--- config.mk ---
export PLATFORM = sky130hd
export DESIGN_NAME = booth_mult_ctrl
export DESIGN_NICKNAME = d
export VERILOG_FILES = /design/src/rtl/booth_pkg.sv /design/src/rtl/booth_mult_ctrl.sv
export SDC_FILE = /design/constraint.sdc
export NUM_CORES = 1
export LEC_CHECK = 0
export BUFFER_PORTS_ARGS = -buffer_cell sky130_fd_sc_hd__buf_4
export CAP_MARGIN = 10
export CORE_ASPECT_RATIO = 0.8
export CORE_UTILIZATION = 40
export CTS_CLUSTER_SIZE = 14
export DETAILED_ROUTE_END_ITERATION = 6
export PLACE_DENSITY = 0.68
export SYNTH_ARGS = -nofsm -noshare
export SYNTH_HDL_FRONTEND = slang
export SYNTH_SLANG_ARGS = --single-unit
--- constraint.sdc ---
create_clock -name clk -period 1.8 [get_ports clk]
set_input_delay 0.09 -clock clk [delete_from_list [all_inputs] [get_ports clk]]
set_output_delay 0.09 -clock clk [all_outputs]
set_load 0.02 [all_outputs]
--- src/rtl/booth_pkg.sv ---
// booth_pkg: shared state encoding and width helpers for the Booth multiplier controller.
`default_nettype none

package booth_pkg;

  typedef enum logic [1:0] {
    IDLE = 2'd0,
    LOAD = 2'd1,
    RUN  = 2'd2,
    HOLD = 2'd3
  } state_t;

  function automatic int op_width(input int nb);
    return 1 << nb;
  endfunction

  function automatic int cnt_width(input int nb);
    return nb + 1;
  endfunction

endpackage

`default_nettype wire

--- src/rtl/booth_mult_ctrl.sv ---
// booth_mult_ctrl: issue/capture controller for an external radix-2 Booth multiplier.
// Optional build macro BOOTH_CTRL_ZERO_BYPASS_EN short-circuits zero operands straight to HOLD.
`default_nettype none

module booth_mult_ctrl
  import booth_pkg::*;
#(
  parameter int Nb = 2,
  parameter int n  = op_width(Nb),
  parameter int m  = 2 * n
) (
  input  logic         clk,
  input  logic         rst,
  input  logic         in_valid,
  output logic         in_ready,
  input  logic [n-1:0] in_m,
  input  logic [n-1:0] in_q,
  output logic         mult_rst,
  output logic [n-1:0] mult_im,
  output logic [n-1:0] mult_iq,
  input  logic         mult_done,
  input  logic [m-1:0] mult_p,
  output logic         out_valid,
  input  logic         out_ready,
  output logic [m-1:0] out_p,
  output logic         err
);

  localparam int            CW       = cnt_width(Nb);
  localparam logic [CW-1:0] RUN_LAST = CW'(n);
  localparam logic [CW-1:0] CNT_ONE  = CW'(1);

  state_t        state, state_nx;
  logic [CW-1:0] run_cnt;
  logic          accept;
  logic          capture;
  logic          bypass;
  logic          protocol_err;
  logic          zero_ops;

`ifdef BOOTH_CTRL_ZERO_BYPASS_EN
  assign zero_ops = (in_m == '0) || (in_q == '0);
`else
  assign zero_ops = 1'b0;
`endif

  always_ff @(posedge clk) begin
    if (!rst) state <= IDLE;
    else      state <= state_nx;
  end

  always_comb begin
    state_nx     = state;
    in_ready     = 1'b0;
    mult_rst     = 1'b0;
    accept       = 1'b0;
    capture      = 1'b0;
    bypass       = 1'b0;
    protocol_err = 1'b0;
    case (state)
      IDLE: begin
        in_ready = 1'b1;
        if (in_valid) begin
          accept   = 1'b1;
          bypass   = zero_ops;
          state_nx = zero_ops ? HOLD : LOAD;
        end
      end
      LOAD: state_nx = RUN;
      RUN: begin
        mult_rst = 1'b1;
        if (mult_done) begin
          // an off-schedule done is flagged but its product is still delivered
          capture      = 1'b1;
          protocol_err = (run_cnt != RUN_LAST);
          state_nx     = HOLD;
        end else if (run_cnt == RUN_LAST) begin
          protocol_err = 1'b1;
          state_nx     = IDLE;
        end
      end
      HOLD: begin
        if (out_ready) begin
          in_ready = 1'b1;
          if (in_valid) begin
            accept   = 1'b1;
            bypass   = zero_ops;
            state_nx = zero_ops ? HOLD : LOAD;
          end else begin
            state_nx = IDLE;
          end
        end
      end
      default: state_nx = IDLE;
    endcase
    if (!rst) in_ready = 1'b0;
  end

  always_ff @(posedge clk) begin
    if (!rst) begin
      run_cnt   <= '0;
      mult_im   <= '0;
      mult_iq   <= '0;
      out_valid <= 1'b0;
      out_p     <= '0;
      err       <= 1'b0;
    end else begin
      if (accept) begin
        mult_im <= in_m;
        mult_iq <= in_q;
      end
      if (state == LOAD)     run_cnt <= '0;
      else if (state == RUN) run_cnt <= run_cnt + CNT_ONE;
      if (protocol_err) err <= 1'b1;
      if (capture) begin
        out_p     <= mult_p;
        out_valid <= 1'b1;
      end else if (bypass) begin
        out_p     <= '0;
        out_valid <= 1'b1;
      end else if (state == HOLD && out_ready) begin
        out_valid <= 1'b0;
      end
    end
  end

endmodule

`default_nettype wire

==> results_dict.tcl <==
set metrics [dict create \
    path_class "reg2out" \
    slowest_stage "dfxtp_1" \
    cts_resized 0 \
    diodes 0 \
    synth-seq-cells 23 \
    clk_latency_ns 0.31 \
    critical-path-max-stage-delay_ns 0.42 \
    h-tree-depth 1 \
    p_per_area_nw_per_um2 971 \
    clockBufferDepth 2 \
    crit_fanout 5 \
    vias 936 \
    start_kind "register" \
    area_growth_pct 31.7 \
    rsz0062_at_grt "false" \
    grt_pass1_vias 767 \
    synth_ff_type "dfxtp_1" \
    clkSlewWorstSetupHoldPaths_ns 0.12 \
    path_cells "inv_1 > ha_1 > nor3_1 > buf_4" \
    synth_edf_count 0 \
    synth-async-reset-ratio_pct 0 \
    setup_viol 0 \
    nets 190 \
    min_period_ns 1.62 \
    synth_area_per_cell_um2 8.72 \
    dp_hpwl_um 1800 \
    routed_wl_um 2230 \
    yosysMostFrequentCell "nand2_1" \
    yosysTopAreaCellShare_pct 43.7 \
    fin_ws_ns 0.179 \
    ff2ff_setup_slack_ns 0.19 \
    status "complete, no violations" \
    critPathCaptureType "primary output" \
    dieHeight_um 47.9 \
    cts_tree "done" \
    tightestPinTransition_ns 0.393 \
    synth_fp_nets 150 \
    drt-vias-per-instance 4.78 \
    ir_drop_uv 627 \
    antenna_found_initial 0 \
    fp.dieArea_um2 2850 \
    drtIter0Drc 43 \
    fmax_ghz 0.617 \
    max-cap-violations 0 \
    hold_path_class "in2reg" \
    post_cts_buffers 0 \
    cts_root_buf "clkbuf_4" \
    yosys-top-cells-count "nand2_1 (37), dfxtp_1 (23), a21oi_1 (10)" \
    placement.io_buffers 40 \
    core_area_um2 2460 \
    start_util_pct 42.8 \
    ant_nets 0 \
    drc 0 \
    synth_area_leaders "dfxtp_1 (44%), nand2_1 (13%), ha_1 (9.5%)" \
    finClkSkew_ns 0.00193 \
    layout-drive-gt1-share_pct 28.7 \
    grt_first_pass_wirelength_um 3110 \
    cp_data_arrival_time_ns 1.53 \
    overflow 0 \
    rows 16 \
    post-place-ws_ns 0.236 \
    synth_cell_types 23 \
    cts_buffers 3 \
    firstDrtPassIters 4 \
    gp_congestion 0.706 \
    hold_buffers 0 \
    wl_per_cell_um 11.4 \
    crit_required_ns 1.71 \
    p_leak_uw 0.000610 \
    synth_cells 121 \
    yosys.area.top_type "dfxtp_1" \
    grt_start_max_net_pins 20 \
    syn_area_um2 1050 \
    grtUsageTotal_pct 14.9 \
    fillers 236 \
    io_pins 41 \
    yosysWarningCount 0 \
    fin_util_pct 56.4 \
    hold_viol 0 \
    cts_num_sinks 23 \
    drv_slew 0 \
    post-route-period-util_pct 90.1 \
    tns_ns 0 \
    max_slew_margin_pct 73.8 \
    die_x_um 59.4 \
    yosysSeqAreaShare_pct 43.7 \
]
==> path summary, 6_finish.rpt <==
path | startpoint | to | depth (start not counted)
worst max register to register | state[0]$_SDFFE_PN0P_ | state[0]$_SDFFE_PN0P_ | 5
worst min-delay path | mult_p[4] | out_p[4]$_SDFFE_PN0P_ | 3
worst min register to register | mult_iq[0]$_SDFFE_PN0P_ | mult_iq[0]$_SDFFE_PN0P_ | 2
worst max-delay path | state[0]$_SDFFE_PN0P_ | in_ready | 4
==> worst max-delay path, delay by kind of cell, from the launching register on <==
family	cells	cell delay (ns)
flops	1	0.42
fa+ha+maj	1	0.33
buf+inv	2	0.28
simple gates	1	0.19
==> flip-flops by register name, summed over array words and instances, names as in the netlist <==
signal	count
run_cnt	3
out_valid	1
state	2
out_p	8
err	1
mult_im	4
mult_iq	4
==> layer usage <==
layer	routed length, µm	up-vias	global-route usage (%)
li1	-	474	-
met1	935	436	16.8
met2	1160	26	27.6
met3	130	0	5.68
met4	0	0	2.86
met5	0	-	0
==> layout make-up <==
type | instances | area, µm² | area share, %
clock buffers | 4 | 26.3 | 1.89
well taps | 36 | 45.0 | 3.24
multi-input cells | 86 | 527 | 37.9
inverters | 6 | 22.5 | 1.62
repair buffers | 41 | 308 | 22.2
flip-flops and latches | 23 | 460 | 33.2
==> per-stage QoR <==
step	hold slack, ns	cell area [µm²]	cells	total power, µW
after floorplan	0.226	1050	121	970
after global placement	0.337	1360	192	1120
after detailed placement	0.357	1360	192	1130
after CTS	0.00657	1390	196	1370
after global routing	0.00416	1390	196	1430
final	0.0140	1390	196	1350
==> logic make-up (layout without fill, tap and decap cells) <==
logic type                 count (synthesis)  in the layout  synth area share, %
adders and majority gates                  8              8                 9.49
AOI/OAI and AO/OA                         16             16                 9.13
buffers and inverters                     12             51                 6.41
DFF                                       23             23                 43.7
and+or+nand+nor                           51             51                 21.1
xor gates and xnor gates                   2              2                 1.66
muxes                                      9              9                 8.54
==> layout by cell type (no fill, tap or decap), types with 2 or more instances in the layout <==
cell,n
ha_1,8
and4_1,2
nor3_1,2
nand2_1,37
mux2i_1,9
nor2_1,5
buf_4,41
dfxtp_1,23
nand2b_1,3
inv_1,6
a21oi_1,10
clkbuf_4,3
==> power breakdown <==
| group | internal (µW) | switching, µW |
|---|---|---|
| Sequential | 574 | 41.1 |
| Clock | 86.6 | 146 |
| Combinational | 232 | 269 |
| Total | 892 | 457 |
(Power assumes the default switching activity.)
